**src/rtl/ddr_pkg.sv**
```systemverilog
// ---------------------------------------------------------------------------
// ddr_pkg
// Shared definitions for the DDR capture/readback blocks: default address
// width and burst step, the capture buffer upper bound, and the state
// encoding of the readback address generator.
// ---------------------------------------------------------------------------
package ddr_pkg;

    // DDR application address width and per-burst increment (BL8)
    localparam int unsigned ADDR_W_DEF    = 27;
    localparam int unsigned ADDR_STEP_DEF = 8;

    // Exclusive upper bound of the capture buffer; also used by the capture writer
    localparam int unsigned BUF_TOP_DEF   = 32'h0400_0000;

    // Readback address generator states
    typedef enum logic [1:0] {
        IDLE  = 2'd0,
        ISSUE = 2'd1,
        DRAIN = 2'd2,
        FIN   = 2'd3
    } state_e;

endpackage

```
**src/rtl/ddr_rd_adx_gen_if.sv**
```systemverilog
// ---------------------------------------------------------------------------
// ddr_rd_adx_gen_if
// Control and read-address FIFO signals of the readback address generator.
//   mode, start, start_adx, burst_count : run control from the host side
//   rd_fifo_full, rd_fifo_wr_en, rd_fifo_din : read-address FIFO push port
//   rd_retire                            : one pulse per fully returned burst
//   busy, done, aborted                  : run status
// The master modport is the generator; the slave modport is its environment.
// ---------------------------------------------------------------------------
interface ddr_rd_adx_gen_if
    import ddr_pkg::*;
#(
    parameter int unsigned ADDR_W = ADDR_W_DEF,
    parameter int unsigned LEN_W  = 24
);

    logic              mode;
    logic              start;
    logic [ADDR_W-1:0] start_adx;
    logic [LEN_W-1:0]  burst_count;
    logic              rd_fifo_full;
    logic              rd_fifo_wr_en;
    logic [ADDR_W-1:0] rd_fifo_din;
    logic              rd_retire;
    logic              busy;
    logic              done;
    logic              aborted;

    modport master (
        input  mode, start, start_adx, burst_count, rd_fifo_full, rd_retire,
        output rd_fifo_wr_en, rd_fifo_din, busy, done, aborted
    );

    modport slave (
        output mode, start, start_adx, burst_count, rd_fifo_full, rd_retire,
        input  rd_fifo_wr_en, rd_fifo_din, busy, done, aborted
    );

endinterface

```
**src/rtl/ddr_credit_cnt.sv**
```systemverilog
// ---------------------------------------------------------------------------
// ddr_credit_cnt
// Up/down counter saturating at 0 and at MAX.
//   clk, reset : clock and synchronous active-high reset
//   inc_i      : count up by one
//   dec_i      : count down by one (ignored at 0)
//   count_o    : current count
//   at_max_o   : count equals MAX
// inc_i and dec_i together leave the count unchanged.
// ---------------------------------------------------------------------------
module ddr_credit_cnt #(
    parameter int unsigned MAX = 16,
    parameter int unsigned W   = $clog2(MAX + 1)
) (
    input  logic         clk,
    input  logic         reset,
    input  logic         inc_i,
    input  logic         dec_i,
    output logic [W-1:0] count_o,
    output logic         at_max_o
);

    logic [W-1:0] count_q, count_d;

    // Next count: simultaneous inc/dec cancel; each direction saturates
    always_comb begin
        count_d = count_q;
        if (inc_i && !dec_i && (count_q != W'(MAX))) begin
            count_d = count_q + W'(1);
        end else if (dec_i && !inc_i && (count_q != '0)) begin
            count_d = count_q - W'(1);
        end
    end

    // Count register
    always_ff @(posedge clk) begin
        if (reset) begin
            count_q <= '0;
        end else begin
            count_q <= count_d;
        end
    end

    assign count_o  = count_q;
    assign at_max_o = (count_q == W'(MAX));

endmodule

```
**src/rtl/ddr_rd_adx_gen.sv**
```systemverilog
// ---------------------------------------------------------------------------
// ddr_rd_adx_gen
// Readback address generator. On an accepted start it pushes burst_count
// burst-aligned addresses, starting at start_adx and wrapping to 0 at
// BUF_TOP, into the read-address FIFO. Pushes are throttled by FIFO full
// and by a credit counter of reads issued but not yet retired.
//   clk, reset : clock and synchronous active-high reset
//   bus        : control, FIFO and status signals (master modport)
// ---------------------------------------------------------------------------
module ddr_rd_adx_gen
    import ddr_pkg::*;
#(
    parameter int unsigned ADDR_W    = ADDR_W_DEF,
    parameter int unsigned ADDR_STEP = ADDR_STEP_DEF,
    parameter int unsigned BUF_TOP   = BUF_TOP_DEF,
    parameter int unsigned MAX_OUT   = 16,
    parameter int unsigned LEN_W     = 24
) (
    input  logic              clk,
    input  logic              reset,
    ddr_rd_adx_gen_if.master  bus
);

    localparam int unsigned OUT_W = $clog2(MAX_OUT + 1);

    state_e            state_q, state_d;
    logic [ADDR_W-1:0] cur_adx_q, cur_adx_d;
    logic [LEN_W-1:0]  remain_q, remain_d;
    logic              aborted_q, aborted_d;

    logic [OUT_W-1:0]  outstanding;
    logic              credit_full;
    logic              push;
    logic [ADDR_W:0]   adx_sum;
    logic [ADDR_W-1:0] adx_next;

    // A push needs the FIFO, a free credit and bursts left; a cycle in which
    // mode is low never pushes because that cycle is spent aborting.
    assign push = (state_q == ISSUE) && bus.mode && !bus.rd_fifo_full &&
                  !credit_full && (remain_q != '0);

    // Next burst address, computed one bit wider so the wrap test cannot overflow
    always_comb begin
        adx_sum  = {1'b0, cur_adx_q} + (ADDR_W+1)'(ADDR_STEP);
        adx_next = (adx_sum >= (ADDR_W+1)'(BUF_TOP)) ? '0 : adx_sum[ADDR_W-1:0];
    end

    // Outstanding reads: up on each push, down on each retire, in every state
    ddr_credit_cnt #(
        .MAX (MAX_OUT),
        .W   (OUT_W)
    ) u_credit (
        .clk      (clk),
        .reset    (reset),
        .inc_i    (push),
        .dec_i    (bus.rd_retire),
        .count_o  (outstanding),
        .at_max_o (credit_full)
    );

    // Next-state logic. A zero-length run goes through DRAIN so that done
    // arrives two cycles after the start, like a run that has fully drained.
    always_comb begin
        state_d   = state_q;
        cur_adx_d = cur_adx_q;
        remain_d  = remain_q;
        aborted_d = aborted_q;
        case (state_q)
            IDLE: begin
                if (bus.start && bus.mode) begin
                    cur_adx_d = bus.start_adx;
                    remain_d  = bus.burst_count;
                    aborted_d = 1'b0;
                    state_d   = (bus.burst_count == '0) ? DRAIN : ISSUE;
                end
            end
            ISSUE: begin
                if (!bus.mode) begin
                    aborted_d = 1'b1;
                    state_d   = DRAIN;
                end else if (push) begin
                    cur_adx_d = adx_next;
                    remain_d  = remain_q - LEN_W'(1);
                    if (remain_q == LEN_W'(1)) begin
                        state_d = DRAIN;
                    end
                end
            end
            DRAIN: begin
                if (outstanding == '0) begin
                    state_d = FIN;
                end
            end
            FIN: begin
                state_d = IDLE;
            end
            default: begin
                state_d = IDLE;
            end
        endcase
    end

    // State and datapath registers
    always_ff @(posedge clk) begin
        if (reset) begin
            state_q   <= IDLE;
            cur_adx_q <= '0;
            remain_q  <= '0;
            aborted_q <= 1'b0;
        end else begin
            state_q   <= state_d;
            cur_adx_q <= cur_adx_d;
            remain_q  <= remain_d;
            aborted_q <= aborted_d;
        end
    end

    assign bus.rd_fifo_wr_en = push;
    assign bus.rd_fifo_din   = (state_q == ISSUE) ? cur_adx_q : '0;
    assign bus.busy          = (state_q != IDLE);
    assign bus.done          = (state_q == FIN);
    assign bus.aborted       = aborted_q;

endmodule

```
**src/flat_wrapper.sv**
```systemverilog
// flat-port wrapper written by rule: the top's interface ports become plain ports
module ddr_rd_adx_gen_flat import ddr_pkg::*;
#(
    parameter int unsigned ADDR_W    = ADDR_W_DEF,
    parameter int unsigned ADDR_STEP = ADDR_STEP_DEF,
    parameter int unsigned BUF_TOP   = BUF_TOP_DEF,
    parameter int unsigned MAX_OUT   = 16,
    parameter int unsigned LEN_W     = 24
)
  (clk, reset, bus_mode, bus_start, bus_start_adx, bus_burst_count, bus_rd_fifo_full, bus_rd_retire, bus_rd_fifo_wr_en, bus_rd_fifo_din, bus_busy, bus_done, bus_aborted);
  ddr_rd_adx_gen_if #(.ADDR_W(ADDR_W), .LEN_W(LEN_W)) bus_i ();
  input  logic clk;
  input  logic reset;
  input wire logic [$bits(bus_i.mode)-1:0] bus_mode;
  input wire logic [$bits(bus_i.start)-1:0] bus_start;
  input wire logic [$bits(bus_i.start_adx)-1:0] bus_start_adx;
  input wire logic [$bits(bus_i.burst_count)-1:0] bus_burst_count;
  input wire logic [$bits(bus_i.rd_fifo_full)-1:0] bus_rd_fifo_full;
  input wire logic [$bits(bus_i.rd_retire)-1:0] bus_rd_retire;
  output wire logic [$bits(bus_i.rd_fifo_wr_en)-1:0] bus_rd_fifo_wr_en;
  output wire logic [$bits(bus_i.rd_fifo_din)-1:0] bus_rd_fifo_din;
  output wire logic [$bits(bus_i.busy)-1:0] bus_busy;
  output wire logic [$bits(bus_i.done)-1:0] bus_done;
  output wire logic [$bits(bus_i.aborted)-1:0] bus_aborted;
  assign bus_i.mode = bus_mode;
  assign bus_i.start = bus_start;
  assign bus_i.start_adx = bus_start_adx;
  assign bus_i.burst_count = bus_burst_count;
  assign bus_i.rd_fifo_full = bus_rd_fifo_full;
  assign bus_i.rd_retire = bus_rd_retire;
  assign bus_rd_fifo_wr_en = bus_i.rd_fifo_wr_en;
  assign bus_rd_fifo_din = bus_i.rd_fifo_din;
  assign bus_busy = bus_i.busy;
  assign bus_done = bus_i.done;
  assign bus_aborted = bus_i.aborted;
  ddr_rd_adx_gen #(.ADDR_W(ADDR_W), .ADDR_STEP(ADDR_STEP), .BUF_TOP(BUF_TOP), .MAX_OUT(MAX_OUT), .LEN_W(LEN_W)) u_core (.clk(clk), .reset(reset), .bus(bus_i));
endmodule
```
**config.mk**
```make
export PLATFORM = sky130hd
export DESIGN_NAME = ddr_rd_adx_gen_flat
export DESIGN_NICKNAME = d
export VERILOG_FILES = /design/src/rtl/ddr_pkg.sv /design/src/rtl/ddr_rd_adx_gen_if.sv /design/src/rtl/ddr_credit_cnt.sv /design/src/rtl/ddr_rd_adx_gen.sv /design/src/flat_wrapper.sv
export SDC_FILE = /design/constraint.sdc
export NUM_CORES = 1
export LEC_CHECK = 0
export CAP_MARGIN = 0
export CORE_MARGIN = 10
export CORE_UTILIZATION = 40
export CTS_BUF_LIST = sky130_fd_sc_hd__clkbuf_8
export DETAILED_ROUTE_END_ITERATION = 10
export GPL_TIMING_DRIVEN = 0
export PLACE_DENSITY = 0.65
export SYNTH_ARGS = -nofsm -noshare
export SYNTH_HDL_FRONTEND = slang
export SYNTH_SLANG_ARGS = --single-unit
```
**constraint.sdc**
```tcl
create_clock -name clk -period 4.1 [get_ports clk]
set_clock_uncertainty 0.2 [all_clocks]
set_input_delay 0.615 -clock clk [delete_from_list [all_inputs] [get_ports clk]]
set_output_delay 0.615 -clock clk [all_outputs]
set_load 0.005 [all_outputs]
```
# --- Word level (Yosys, flattened, before mapping) ---
# Cells that the tools add are included.
word_totals:
  register_bits: 59
  latchBits: 0
  ramBits: 0
  rom_bits: 0
  input_bits: 57
  word_cells: 69
  memories: 0
op_classes:
  n_addsub: 4
  n_mul: 0
  div: 0
  magnitude_cmp: 1
  eq_ne: 13
  shift: 0
  muxes: 22
  bitwise_logic: 0
  reduce_logical: 24
ops:
  columns: ["op", "count"]
  rows:
  - ["$mux 27", 5]
  - ["$mux 24", 3]
  - ["$pmux 27 s2", 1]
  - ["$pmux 24 s2", 1]
  - ["$add 27x4->28 const B", 1]
  - ["$ge 28x27->1 const B", 1]
  - ["$eq 24x1->1 const B", 1]
  - ["$logic_not 24->1", 1]
  - ["$reduce_bool 24->1", 1]
  - ["$sub 24x1->24 const B", 1]
  - ["$mux 2", 6]
  - ["$mux 5", 2]
  - ["$logic_and 1x1->1", 9]
  - ["$pmux 2 s4", 1]
  - ["$reduce_and 4->1", 2]
  - ["$ne 2x2->1 const B", 3]
  - ["$ne 3x3->1 const B", 2]
  - ["$reduce_bool 2->1", 3]
  - ["$add 5x1->5 const B", 1]
  - ["$eq 5x5->1 const B", 1]
  - ["$logic_not 5->1", 1]
  - ["$ne 5x5->1 const B", 1]
  - ["$reduce_bool 5->1", 1]
  - ["$sub 5x1->5 const B", 1]
  - ["other kinds (8)", 14]

# --- Logic depth before layout (Yosys ltp) ---
# Gate-level depths: netlist of run 1.
logic_depth:
  word_depth: 10
  depth_mapped: 14
  depth_no_buf: 13

# --- Modules after synthesis ---
# A second synthesis of run 1 with hierarchy kept.
hier_totals:
  hier_cells: 553
  area_unflattened_um2: 4035.1
by_module_without_submodules:
  columns: ["mod", "n_inst", "cells_per_inst", "area_each_um2"]
  rows:
  - ["ddr_rd_adx_gen", 1, 507, 3633.5]
  - ["ddr_credit_cnt", 1, 46, 401.6]

# --- Worst setup path before layout of run 1 ---
# Ideal clock, no wire load.
synth_path:
  path_type: "flip-flop to flip-flop"
  startpoint: "register u_core.state_q[1]"
  endpoint: "register u_core.u_credit.count_q[4] (netlist: u_core.u_credit.count_o[4])"
  arrival_time_ps: 2827
  required_time_ps: 3778
  path_slack_ps: 952
  stages_incl_launch_ff: 14
  path_buffers: 1
  synth_period_minus_slack_ps: 3148
  path_cell_list: "dfxtp_1 inv_1 ha_1 buf_6 nand2_1 a211oi_1 o21ai_2 nor2_1 inv_2 fa_1 a21o_1 a21oi_1 nor2_1 o311a_1"
synth_between:
  elab_chain_len: 9
  word_cells_on_any_way: 12
synth_lines:
  columns: ["element", "line_no", "source"]
  rows:
  - ["from (decl)", "ddr_rd_adx_gen.sv:26", "state_e state_q, state_d;"]
  - ["from (signal assigned)", "ddr_rd_adx_gen.sv:111", "state_q <= state_d;"]
  - ["$eq 2x1->1 *", "ddr_rd_adx_gen.sv:39", "assign push = (state_q == ISSUE) && bus.mode && !bus.rd_fifo_full &&"]
  - ["$logic_and 1x1->1 * (3 in series)", "ddr_rd_adx_gen.sv:39", null]
  - ["$logic_and 1x1->1 *", "ddr_rd_adx_gen.sv:40", "!credit_full && (remain_q != '0);"]
  - ["$logic_not 1->1", "ddr_credit_cnt.sv:30", "end else if (dec_i && !inc_i && (count_q != '0)) begin"]
  - ["$logic_and 1x1->1 (2 in series)", "ddr_credit_cnt.sv:30", null]
  - ["$reduce_bool 2->1 (no source line)", null, null]
  - ["to (signal assigned)", "ddr_credit_cnt.sv:40", "count_q <= count_d;"]
  - ["to (decl)", "ddr_credit_cnt.sv:23", "logic [W-1:0] count_q, count_d;"]
# Every way passes the cells marked *; elsewhere a longest branch is shown, timed or not.
# A chain may end at the register's enable or synchronous reset.

# --- Worst setup path after layout of run 1 ---
layout_path:
  startpoint: "register u_core.state_q[1]"
  endpoint: "output bus_rd_fifo_din[22]"
layout_between:
  elab_chain_len: 2
layout_lines:
  columns: ["element", "line_no", "source"]
  rows:
  - ["$eq 2x1->1", "ddr_rd_adx_gen.sv:119", "assign bus.rd_fifo_din = (state_q == ISSUE) ? cur_adx_q : '0;"]
  - ["$mux 27", "ddr_rd_adx_gen.sv:119", null]
  - ["to (decl)", "flat_wrapper.sv:21", "output wire logic [$bits(bus_i.rd_fifo_din)-1:0] bus_rd_fifo_din;"]
# Every way passes these cells.

==> flow_summary.toml, run 1 <==
[logic_synthesis]
synth.most_common_cell = "nor2_1"
ys_seq_area_share_pct = 28.6
yosys_most_used_dff = "dfxtp_1"
synth_cell_type_count = 77
netlist_instances = 563
postSynthAreaPerCell_um2 = 7.33
synthArstFlopShare_pct = 0
synth_top_area_share_pct = 28.6
synth_common_cells = "nor2_1 (61), dfxtp_1 (59), nand2_1 (57), a21oi_1 (52), o21ai_0 (36)"
syn_area_um2 = 4130
ys_ff_latch = 59
synth_area_leaders = "dfxtp_1 (29%), a21oi_1 (6.3%), nor2_1 (5.5%), nand2_1 (5.2%), o21ai_0 (4.4%)"
yosysWarnings = 0
synth_top_area_cell = "dfxtp_1"
synth_nets = 632
synth-edff-count = 0

[floorplanning]
dieHeight_um = 122
start_util_pct = 40.5
die_w_um = 122
pin_count = 88
fp-row-count = 37
core_area_um2 = 10200
die_area_um2 = 14800

[global_routing]
grt_pass1_wl_um = 25000
overflow = 0
grt_pass1_vias = 4680
grt_usage_pct = 20.9
grt_max_degree = 12
antenna_found_initial = 0

[route]
dr_wl_met3_um = 1210
vias = 4752
drt_wl_total_um = 15800
avgRoutedWirePerCell_um = 19.7
firstDrtPassIters = 5
route.met2.wl_um = 7330
drtIter0Drc = 450
met1Wirelength_um = 6890
dr.max_layer_used = "met4"
drcViolationCount = 0
via_per_inst = 5.93
drt.antenna.violating_nets = 0

[placement]
dp_cells = 785
io_buffers = 86
globalplace.congestion = 0.923
detailed_place_hpwl_um = 11500

[sta]
hold_viol_final = 0
grt_setup_unrepaired = "no"
setup_viol_count_final = 0
worst_pin_slew_ns = 0.947
relSlewSlack_pct = 36.4
slew_viol_final = 0
fin_crit_sh_pct = 93.7
period_needed_ns = 3.84
fmax_mhz = 260

[pwr]
ir_drop_v = 0.000273
power.leakage_nw = 1.96
power_per_cell_area_nw_per_um2 = 636
finalPower_mw = 3.44

[worst_setup_path]
crit_type = "reg2out"
cpPeakStageDelay_ns = 0.47
critPathLaunchType = "flop"
critPathCaptureType = "output pin"
cp_cell_sequence = "inv_1 -> ha_1 -> buf_6 -> inv_1 -> clkbuf_1 -> clkbuf_2 -> clkbuf_1 -> nor2_1 -> clkdlybuf4s50_1"
critical_path_required_ns = 3.28
cp_max_fo = 10
slowest_stage = "clkbuf_1"
cp.arrival_ns = 3.03

[job]
max-cap-violations = 0

[clock_network]
clkLatencyLatePin_ns = 0.36
cts.path.max_buffers = 2
postCtsSetupBuffers = 0
clockRootBuffer = "clkbuf_8"
cts_resized = 0
cts_tree = "done"
h-tree-depth = 3
clock-sinks = 59
postCtsHoldBufs = 0
cts_buffers = 9
clk_pin_slew_ns = 0.08

[worst_hold_path]
hp-class = "reg2reg"

[layout]
syn_to_final_growth_pct = 31.0
num_antenna_cells = 0
final_cells = 801
drive_gt1_share_pct = 7.82
utilization_pct = 53.1
layout.nets = 729

[status]
status = "complete, no violations"
[metrics by stage]
| stage | setup TNS (ns) | setup slack, ns | hold WS (ns) | area [um2] |
|---|---|---|---|---|
| after floorplan | 0 | 0.952 | 0.240 | 4130 |
| after global placement | 0 | 0.0183 | 0.251 | 5160 |
| after detailed placement | -0.0150 | -0.0150 | 0.259 | 5160 |
| after CTS | 0 | 0.116 | 0.267 | 5400 |
| after global routing | 0 | 0.0550 | 0.289 | 5410 |
| final | 0 | 0.257 | 0.272 | 5410 |
[power breakdown]
group / internal [mW] / switching (mW)
registers: 0.713 / 0.160
clock network: 0.403 / 0.277
logic: 0.729 / 1.16
[sequential cells by signal, indices dropped and copies added, names as in the netlist]
name and flops:
u_core.u_credit.count_o 5, u_core.remain_q 24, u_core.bus.aborted 1, u_core.state_q 2, u_core.cur_adx_q 27
[cells by family after synthesis]
| kind of cell | synth area share, % |
|---|---|
| compound gates | 27.5 |
| xor+xnor | 0.424 |
| fa+ha+maj | 3.82 |
| buf+inv | 8.12 |
| flops | 28.6 |
| mux | 1.00 |
| simple gates | 30.5 |
[area by class of cell]
| cell class | instances | area [um2] |
|---|---|---|
| multi-input combinational | 437 | 2620 |
| buffer | 39 | 231 |
| clock inverter | 7 | 118 |
| tap | 136 | 170 |
| sequential | 59 | 1180 |
| clock buffer | 9 | 124 |
| inverter | 28 | 105 |
| timing repair buffer | 86 | 861 |
| fill | 1020 | 4780 |
[per-layer routing]
layer / track usage, % / vias to the layer above
met5: 0 / -
met4: 8.42 / 0
met3: 3.61 / 34
met2: 34.2 / 208
met1: 26.8 / 2236
li1: - / 2274
[final timing paths]
kind	startpoint	slack, ns	endpoint	cells past startpoint
worst max-delay path	u_core.state_q[1]	0.26	bus_rd_fifo_din[22]	9
worst min-delay path	u_core.remain_q[1]	0.27	u_core.remain_q[1]	2
worst max register to register	u_core.remain_q[0]	0.41	u_core.u_credit.count_o[4]	13
worst min register to register	u_core.remain_q[1]	0.27	u_core.remain_q[1]	2
[worst max-delay path, delay by kind of cell, from the launching register on]
family / cells / cell delay (ns)
adders and majority gates: 1 / 0.20
buffers and inverters: 7 / 2.01
DFF: 1 / 0.38
and+or+nand+nor: 1 / 0.09
[cell usage in the layout (no fill, tap or decap), drive strengths merged, types with 3 or more instances in the layout]
master         count
a31oi              3
bufinv             3
and3               4
nor3              21
o32ai             13
clkbuf            31
or3                6
dfxtp             59
o21ai             39
nand4             15
or4                4
o2bb2ai            3
inv               29
a21oi             52
nor4              11
nand3             18
o32a               3
a2bb2oi            4
or2                6
a22oi             14
and2              19
a211oi             5
a32o               4
nand2             57
clkdlybuf4s50     86
mux2i              3
nor2              61
nor3b              3
o22ai              4
nor2b              6
nand3b             4
buf               16
and4               4
ha                11
a221oi             3
Note: power is estimated with default switching activity, not from simulation.
==> inputs of run 2 (changes only) <==
--- a/config.mk
+++ b/config.mk
@@ -11,7 +11,8 @@
 export CTS_BUF_LIST = sky130_fd_sc_hd__clkbuf_8
 export DETAILED_ROUTE_END_ITERATION = 10
 export GPL_TIMING_DRIVEN = 0
-export PLACE_DENSITY = 0.65
+export PLACE_DENSITY = 0.66
 export SYNTH_ARGS = -nofsm -noshare
 export SYNTH_HDL_FRONTEND = slang
+export SYNTH_HIERARCHICAL = 1
 export SYNTH_SLANG_ARGS = --single-unit
==> flow_summary.toml, run 2 <==
[pwr]
p_int_mw = 1.76
netSwitchingPower_mw = 1.61
clkPwrFrac_pct = 17.9
ir_drop_v = 0.000234
p_seq_share_pct = 25.9
p_comb_share_pct = 56.3
power.leakage_nw = 1.83
swShare_pct = 47.9
power_per_cell_area_nw_per_um2 = 636

[clock_network]
cts_buffers = 9
clock-sinks = 59
clk_pin_slew_ns = 0.07
postCtsSetupBuffers = 0
cts_tree = "done"
cts.path.max_buffers = 2
clockRootBuffer = "clkbuf_8"
h-tree-depth = 3
clkLatencyLatePin_ns = 0.35

[layout]
final_common_cell = "clkdlybuf4s50_1"
largest_reg_flops = 27
drive_gt1_share_pct = 7.33
nFillCells = 999
most-common-layout-cells = "clkdlybuf4s50_1 (87), a21oi_1 (59), dfxtp_1 (59)"
design_area_um2 = 5300
final_cells = 788
syn_to_final_growth_pct = 31.3
num_antenna_cells = 0
layout.nets = 720
regMostFlops = "u_core/cur_adx_q"

[global_routing]
grt.busiest_layer = "met2"
grt_pass1_wl_um = 24800
grt_max_degree = 11
grt_usage_pct = 21.3
use_met3_pct = 4.93
grt_pass1_vias = 4592
antenna_found_initial = 0
use_met1_pct = 27.9
overflow = 0
grt_util_met2_pct = 33.0

[worst_setup_path]
crit_type = "reg2reg"
critPathLaunchType = "flop"
cp_max_fo = 8
critPathCaptureType = "flop"
critical_path_required_ns = 4.13
cp.arrival_ns = 3.93
r2r_slack_ns = 0.20

[floorplanning]
pin_count = 88
die_area_um2 = 14500
die_w_um = 120
dieHeight_um = 120
core_area_um2 = 9820
start_util_pct = 41.1
fp-row-count = 36

[logic_synthesis]
netlist_instances = 553
synth_common_cells = "a21oi_1 (59), dfxtp_1 (59), nor2_1 (57), nand2_1 (52), o21ai_0 (40)"
synth_area_leaders = "dfxtp_1 (29%), a21oi_1 (7.3%), nor2_1 (5.3%), o21ai_0 (5.0%), nand2_1 (4.8%)"
ys_ff_latch = 59
synth_top_area_share_pct = 29.3
ys_seq_area_share_pct = 29.3
synth_cell_type_count = 66
synth_nets = 622
synthArstFlopShare_pct = 0
yosys_most_used_dff = "dfxtp_1"
synth-edff-count = 0
syn_area_um2 = 4040
yosysWarnings = 6
postSynthAreaPerCell_um2 = 7.30
synth_top_area_cell = "dfxtp_1"

[route]
via_per_inst = 6.05
drt.antenna.violating_nets = 0
avgRoutedWirePerCell_um = 20.3
drtIter0Drc = 467
drt_wl_total_um = 16000
firstDrtPassIters = 5
vias = 4764
drcViolationCount = 0

[sta]
grt_setup_unrepaired = "no"
fin_crit_sh_pct = 95.1
fmax_mhz = 256
relSlewSlack_pct = 51.2
slew_viol_final = 0
period_needed_ns = 3.90
fin_ws_ns = 0.201
worst_pin_slew_ns = 0.732
hold_viol_final = 0
setup_viol_count_final = 0

[job]
max-cap-violations = 0

[placement]
io_buffers = 87
dp_cells = 773
post-place-ws_ns = -0.0386
dpl_cell_area_um2 = 5070
detailed_place_hpwl_um = 11600
globalplace.congestion = 0.941

[worst_hold_path]
hp-class = "reg2reg"

[status]
status = "complete, no violations"
run 2: cell types whose count changed in the layout (fill, tap and decap cells not counted), moves of 5 or more:
cell      before  now
nand3_1       18   30
a22oi_1       14    3
a21oi_1       52   59
o32ai_1       13    6
buf_2         10    4
inv_1         28   22
a221oi_1       3    8
nand2_1       57   52
nor3_1        21   26
run 2: per-stage QoR:
stage	total power, mW	setup TNS [ns]	hold slack, ns	utilization, %
5_1_grt	3.59	0	0.310	54.0
3_3_place_gp	2.69	-0.0281	0.255	51.7
3_5_place_dp	2.71	-0.0386	0.263	51.7
6_report	3.37	0	0.274	54.0
4_1_cts	3.32	0	0.272	53.9
2_1_floorplan	2.09	0	0.244	-
run 2: final timing paths:
check	start	end	depth (start not counted)
setup / recovery	u_core/remain_q[15]	u_core/u_credit/count_o[4]	10
hold / removal	u_core/cur_adx_q[1]	u_core/cur_adx_q[1]	2
setup reg to reg	u_core/remain_q[15]	u_core/u_credit/count_o[4]	10
hold reg to reg	u_core/cur_adx_q[1]	u_core/cur_adx_q[1]	2
run 2: power groups by stage:
stage	Clock (mW)	Sequential (mW)	Combinational, mW
floorplan	0	0.831	1.26
global placement	0	0.867	1.82
detailed placement	0	0.874	1.84
CTS	0.606	0.864	1.85
global route	0.632	0.894	2.06
finish	0.602	0.872	1.90
run 2: cells by family (layout without fill, tap and decap cells):
logic type	count (synthesis)	count (layout)	share of synthesized area, %
AOI/OAI and AO/OA	170	170	26.4
xor gates and xnor gates	1	1	0.217
adders and majority gates	12	12	3.91
buffers and inverters	55	157	5.92
DFF	59	59	29.3
muxes	6	6	1.89
and+or+nand+nor	250	250	32.3
run 2: metal layers:
metal,up-vias,routed length (um),part of all wire [%]
li1,2249,-,-
met1,2199,7030,44
met2,274,6990,44
met3,42,1500,9.4
met4,0,452,2.8
met5,-,0,0
run 2: critical path: stages, from the launching register on:
cell	delay [ns]
dfxtp_1	0.36
or4_4	0.58
or4_4	0.49
o31a_2	0.38
and2b_1	0.21
o21ai_4	0.14
inv_4	0.09
fa_1	0.41
o21ai_1	0.27
mux4_2	0.52
nor2b_1	0.13
run 2: final cells by class:
class / count / area (um2) / share of cell area [%]
clock buffers: 10 / 138 / 2.60
plain buffers: 31 / 146 / 2.76
inverters: 24 / 92.6 / 1.75
repair buffers: 87 / 871 / 16.4
clock inverters: 5 / 77.6 / 1.46
flip-flops and latches: 59 / 1180 / 22.3
well taps: 133 / 166 / 3.14
multi-input cells: 439 / 2630 / 49.6
run 2: what timing repair did:
item,4_1_cts,5_1_grt
resized for setup,1,2
setup endpoints to repair,1,1
endpoints found under the hold margin,0,0
hold buffers,0,0
